[src/rtl/sb_stream_arbiter.sv]
// rtl/sb_stream_arbiter.sv - packet-aware round-robin arbiter onto one registered stream
module sb_stream_arbiter #(
   parameter int N  = 2,
   parameter int DW = 416
) (
   input  logic            clk,
   input  logic            reset,
   input  logic [N*DW-1:0] in_data,
   input  logic [N*32-1:0] in_dest,
   input  logic [N-1:0]    in_last,
   input  logic [N-1:0]    in_valid,
   output logic [N-1:0]    in_ready,
   output logic [DW-1:0]   out_data,
   output logic [31:0]     out_dest,
   output logic            out_last,
   output logic            out_valid,
   input  logic            out_ready,
   output logic [N-1:0]    grant,
   output logic            locked
);

   localparam int IW = (N > 1) ? $clog2(N) : 1;

   logic [DW-1:0] r_out_data;
   logic [31:0]   r_out_dest;
   logic          r_out_last;
   logic          r_out_valid;
   logic          r_lock;
   logic [IW-1:0] r_lock_idx;
   logic [IW-1:0] r_ptr;

   logic          w_load;
   logic          w_sel_vld;
   logic [IW-1:0] w_sel_idx;
   logic [IW-1:0] w_cand;
   logic [N-1:0]  w_sel_onehot;
   logic          w_accept;
   logic          w_sel_last;
   logic [IW-1:0] w_ptr_next;

   assign w_load = !r_out_valid || out_ready;

   // Descending scan so the candidate closest to r_ptr is written last and wins.
   always_comb begin
      w_sel_vld = 1'b0;
      w_sel_idx = '0;
      w_cand    = '0;
      if (r_lock) begin
         w_sel_vld = 1'b1;
         w_sel_idx = r_lock_idx;
      end else begin
         for (int k = N - 1; k >= 0; k--) begin
            w_cand = IW'((int'(r_ptr) + k) % N);
            if (in_valid[w_cand]) begin
               w_sel_vld = 1'b1;
               w_sel_idx = w_cand;
            end
         end
      end
   end

   assign w_sel_onehot = w_sel_vld ? (N'(1) << w_sel_idx) : '0;
   assign w_sel_last   = in_last[w_sel_idx];
   assign w_accept     = w_sel_vld && w_load && in_valid[w_sel_idx];
   assign w_ptr_next   = (w_sel_idx == IW'(N - 1)) ? '0 : w_sel_idx + 1'b1;

   assign in_ready = w_load ? w_sel_onehot : '0;
   assign grant    = w_sel_onehot;
   assign locked   = r_lock;

   always_ff @(posedge clk or posedge reset) begin
      if (reset) begin
         r_out_data  <= '0;
         r_out_dest  <= '0;
         r_out_last  <= 1'b0;
         r_out_valid <= 1'b0;
         r_lock      <= 1'b0;
         r_lock_idx  <= '0;
         r_ptr       <= '0;
      end else if (w_accept) begin
         r_out_data  <= in_data[w_sel_idx*DW +: DW];
         r_out_dest  <= in_dest[w_sel_idx*32 +: 32];
         r_out_last  <= w_sel_last;
         r_out_valid <= 1'b1;
         if (w_sel_last) begin
            r_lock <= 1'b0;
            r_ptr  <= w_ptr_next;
         end else begin
            r_lock     <= 1'b1;
            r_lock_idx <= w_sel_idx;
         end
      end else if (r_out_valid && out_ready) begin
         r_out_valid <= 1'b0;
      end
   end

   assign out_data  = r_out_data;
   assign out_dest  = r_out_dest;
   assign out_last  = r_out_last;
   assign out_valid = r_out_valid;

endmodule

[config.mk]
export PLATFORM = sky130hd
export DESIGN_NAME = sb_stream_arbiter
export DESIGN_NICKNAME = d
export VERILOG_FILES = /design/src/rtl/sb_stream_arbiter.sv
export SDC_FILE = /design/constraint.sdc
export NUM_CORES = 1
export LEC_CHECK = 0
export BUFFER_PORTS_ARGS = -buffer_cell sky130_fd_sc_hd__buf_4
export CAP_MARGIN = 0
export CORE_AREA = 10 10 522 524
export DETAILED_ROUTE_END_ITERATION = 12
export DIE_AREA = 0 0 532 534
export GPL_TIMING_DRIVEN = 0
export SYNTH_ARGS = -nofsm -noshare
export SYNTH_HDL_FRONTEND = slang
export SYNTH_SLANG_ARGS = --single-unit
[constraint.sdc]
create_clock -name clk -period 18.1 [get_ports clk]
set_input_delay 0 -clock clk [delete_from_list [all_inputs] [get_ports clk]]
set_output_delay 0 -clock clk [all_outputs]
set_load 0.05 [all_outputs]
==> impl_metrics.env <==
export IMPL_outcome="complete, no violations"
export IMPL_power_share_clock=0.135
export IMPL_post_place_ws_ns=13.90
export IMPL_fin_hold_ws_ns=0.101
export IMPL_r2r_end="out_dest[7]"
export IMPL_min_to="out_data[72]"
export IMPL_crit_chain="nand2b_1, o21ai_1, buf_4, buf_6, buf_6, mux2i_1, dlygate4sd3_1, o21ai_1"
export IMPL_critical_path_class="register to register"
export IMPL_yosys_area_top_type="dfrtp_1"
export IMPL_antenna_found_initial=168
export IMPL_clock_sinks=453
export IMPL_reg2reg_from="locked"
export IMPL_drt_iter0_markers=2101
export IMPL_slew_viol_final=0
export IMPL_combPwrFrac=0.668
export IMPL_synth_top_family_by_area="multiplexers"
export IMPL_ys_warn_count=0
export IMPL_pin_count=1358
export IMPL_gp_congestion=1.11
export IMPL_worstPathRequired_ns=18.64
export IMPL_cts_tree="done"
export IMPL_p_sw_mw=5.16
export IMPL_peakVddDrop_v=0.000152
export IMPL_p_leak_nw=21.6
export IMPL_die_w_um=532
export IMPL_grt_pass1_vias=29539
export IMPL_syn_nets=2879
export IMPL_fin_crit_sh=0.234
export IMPL_nets=5212
export IMPL_synth_cell_area_um2=20800
export IMPL_rows=188
export IMPL_hold_depth=4
export IMPL_syn_inst=1976
export IMPL_drt_total_wl_um=246000
export IMPL_powerDensity_nw_per_um2=201
export IMPL_finalInstanceArea_um2=46800
export IMPL_synth_area_top_cells="dfrtp_1 (54%), mux2i_1 (22%), o21ai_1 (11%), nand2_1 (8.2%), buf_2 (2.0%)"
export IMPL_cts_buffers=59
export IMPL_ys_ff_latch=453
export IMPL_core_area_um2=262000
export IMPL_dpl_hpwl_um=212000
export IMPL_power_frac_seq=0.197
export IMPL_first_pass_iters=5
export IMPL_clk_pin_slew_ns=0.07
export IMPL_drive_gt1_frac=0.366
export IMPL_fin_worst_skew_ns=0.0593
export IMPL_hold_path_class="primary input to register"
export IMPL_r2r_cells=8
export IMPL_grt_usage=0.164
export IMPL_dieArea_um2=284000
export IMPL_n_fill_cell=28726
export IMPL_p_sw_frac=0.547
export IMPL_setup_violations_final=0
export IMPL_worstPathMaxFanout=10
export IMPL_worst_slew_pin_slew_ns=1.13
export IMPL_synthAdderAreaFrac=0
export IMPL_synth_simple_area_share=0.0846
export IMPL_clk_latency_ns=0.73
export IMPL_seq_area_um2=11300
export IMPL_post_cts_setup_buffers=0
export IMPL_synth_compound_area_frac=0.112
export IMPL_rsz0062_at_grt="false"
export IMPL_synth_area_per_cell_um2=10.5
export IMPL_via_per_inst=3.50
export IMPL_rrSetupSlack_ns=13.87
export IMPL_max_stage_delay_ns=0.80
export IMPL_overflow=0
export IMPL_cap_violations=0
export IMPL_cp_slowest_cell="dlygate4sd3_1"
export IMPL_clock_root_buffer="clkbuf_16"
export IMPL_cts_max_level=2
export IMPL_dp_cells=6855
export IMPL_vias=27741
export IMPL_synth_mux_area_frac=0.216
export IMPL_initial_core_util=0.0796
export IMPL_relSlewSlack=0.246
export IMPL_start_kind="register"
export IMPL_ant_nets=0
export IMPL_final_hold_violation_count=0
export IMPL_end_kind="register"
export IMPL_grt_pass1_wl_um=311000
export IMPL_multiInputGateArea_um2=8620
export IMPL_drc_errors=0
export IMPL_io_buffers=1357
export IMPL_hp_start="in_data[488]"
export IMPL_synth_xor_area_frac=0
export IMPL_internal_power_mw=4.27
export IMPL_ys_types=23
export IMPL_dieHeight_um=534
export IMPL_arrival_ns=4.78
export IMPL_ys_seq_area_frac=0.544
export IMPL_synth_top_area_frac=0.544
export IMPL_fmax_mhz=236
export IMPL_post_dp_cell_area_um2=35600
export IMPL_synth_main_ff_cell="dfrtp_1"
export IMPL_setup_ws_ns=13.87
export IMPL_clock_path_buffers=3
export IMPL_async_reset_ff_frac=1.00
export IMPL_wire_per_inst_um=31.0
export IMPL_area_delta_synth_final_pct=125
export IMPL_fin_cells=7916
export IMPL_synth_edf_count=0
export IMPL_period_minus_slack_ns=4.23
export IMPL_grt_max_degree=113
-- sequential cells by signal (all words and copies together) (netlist names) --
signal,cells
out_data,416
r_lock_idx,1
r_ptr,1
locked,1
out_last,1
out_valid,1
out_dest,32
-- final cells by class --
type,instances,area share
Clock buffer,74,0.0342
Sequential cell,453,0.242
Multi-Input combinational cell,1372,0.184
Buffer,149,0.0188
Tap cell,3515,0.0940
Inverter,2,0.000321
Timing Repair Buffer,2272,0.415
Antenna cell,43,0.00230
Clock inverter,36,0.00890
-- cell usage in the layout, fill, tap and decap left out, types with 2 or more instances in the layout --
cell	instances
nand2b_1	3
buf_1	5
clkinvlp_4	6
inv_6	8
buf_4	1368
inv_8	4
nor2b_1	3
dlygate4sd3_1	907
a21oi_1	2
clkbuf_8	7
buf_6	26
clkinv_4	6
clkbuf_1	33
diode_2	43
clkinv_2	7
o21ai_1	451
buf_16	4
bufinv_16	6
nand2_1	454
buf_2	84
and2_1	2
mux2i_2	2
mux2i_1	446
dfrtp_1	453
clkbuf_16	59
-- cells in the mapped netlist (2+ instances only) --
master,instances
nand2_1,454
dfrtp_1,453
o21ai_1,451
mux2i_1,448
buf_2,84
clkbuf_1,26
buf_6,23
buf_4,11
buf_1,5
nand2b_1,3
nor2b_1,3
a21oi_1,2
and2_1,2
inv_1,2
-- how the worst max path moves through the flow --
| stage | endpoint | cells past startpoint | start | slack [ns] |
|---|---|---|---|---|
| final | out_dest[7] | 8 | locked | 13.87 |
| after global routing | out_dest[7] | 8 | locked | 13.70 |
| after CTS | out_dest[7] | 8 | locked | 13.52 |
| after detailed placement | out_data[256] | 7 | locked | 13.90 |
| after global placement | out_data[207] | 2 | reset | -0.92 |
| after floorplan | locked | 1 | reset | 5.47 |
-- repair_timing --
item	4_1_cts	5_1_grt
resized for setup	0	0
endpoints found under the hold margin	699	1
hold buffers	905	2
-- logic make-up (layout without fill, tap and decap cells) --
| logic type | Yosys count | after routing |
|---|---|---|
| buffers and inverters | 151 | 2533 |
| other | 0 | 43 |
| and+or+nand+nor | 463 | 463 |
| DFF | 453 | 453 |
| muxes | 450 | 450 |
| AOI/OAI and AO/OA | 459 | 459 |
-- worst max-delay path: cells and delay by family, from the launching register on --
kind / cells / cell delay (ns)
multiplexers: 1 / 0.57
flip-flops: 1 / 0.52
AO/OA/AOI/OAI: 2 / 0.74
buffers and inverters: 4 / 1.99
AND/OR/NAND/NOR: 1 / 0.22
-- metrics by stage --
stage | power [mW] | util | TNS [ns]
after floorplan | 4.93 | - | 0
after global placement | 7.48 | 0.135 | -322.80
after detailed placement | 7.56 | 0.136 | 0
after CTS | 9.50 | 0.178 | 0
after global routing | 9.81 | 0.179 | 0
final | 9.43 | 0.179 | 0
-- power by group through the flow --
stage | logic [mW] | clock network [mW] | registers, mW
3_5_place_dp | 5.71 | 0 | 1.85
4_1_cts | 6.34 | 1.32 | 1.84
6_report | 6.30 | 1.27 | 1.85
5_1_grt | 6.57 | 1.34 | 1.90
3_3_place_gp | 5.65 | 0 | 1.83
2_1_floorplan | 1.41 | 0 | 3.53
-- layer usage --
layer / track usage / routed length, um / part of all wire
met1: 0.182 / 91600 / 0.37
met2: 0.262 / 109000 / 0.44
met3: 0.0851 / 31300 / 0.13
met4: 0.0715 / 13000 / 0.053
met5: 0 / 493 / 0.0020
No activity file was read; power rests on OpenSTA's default activity.
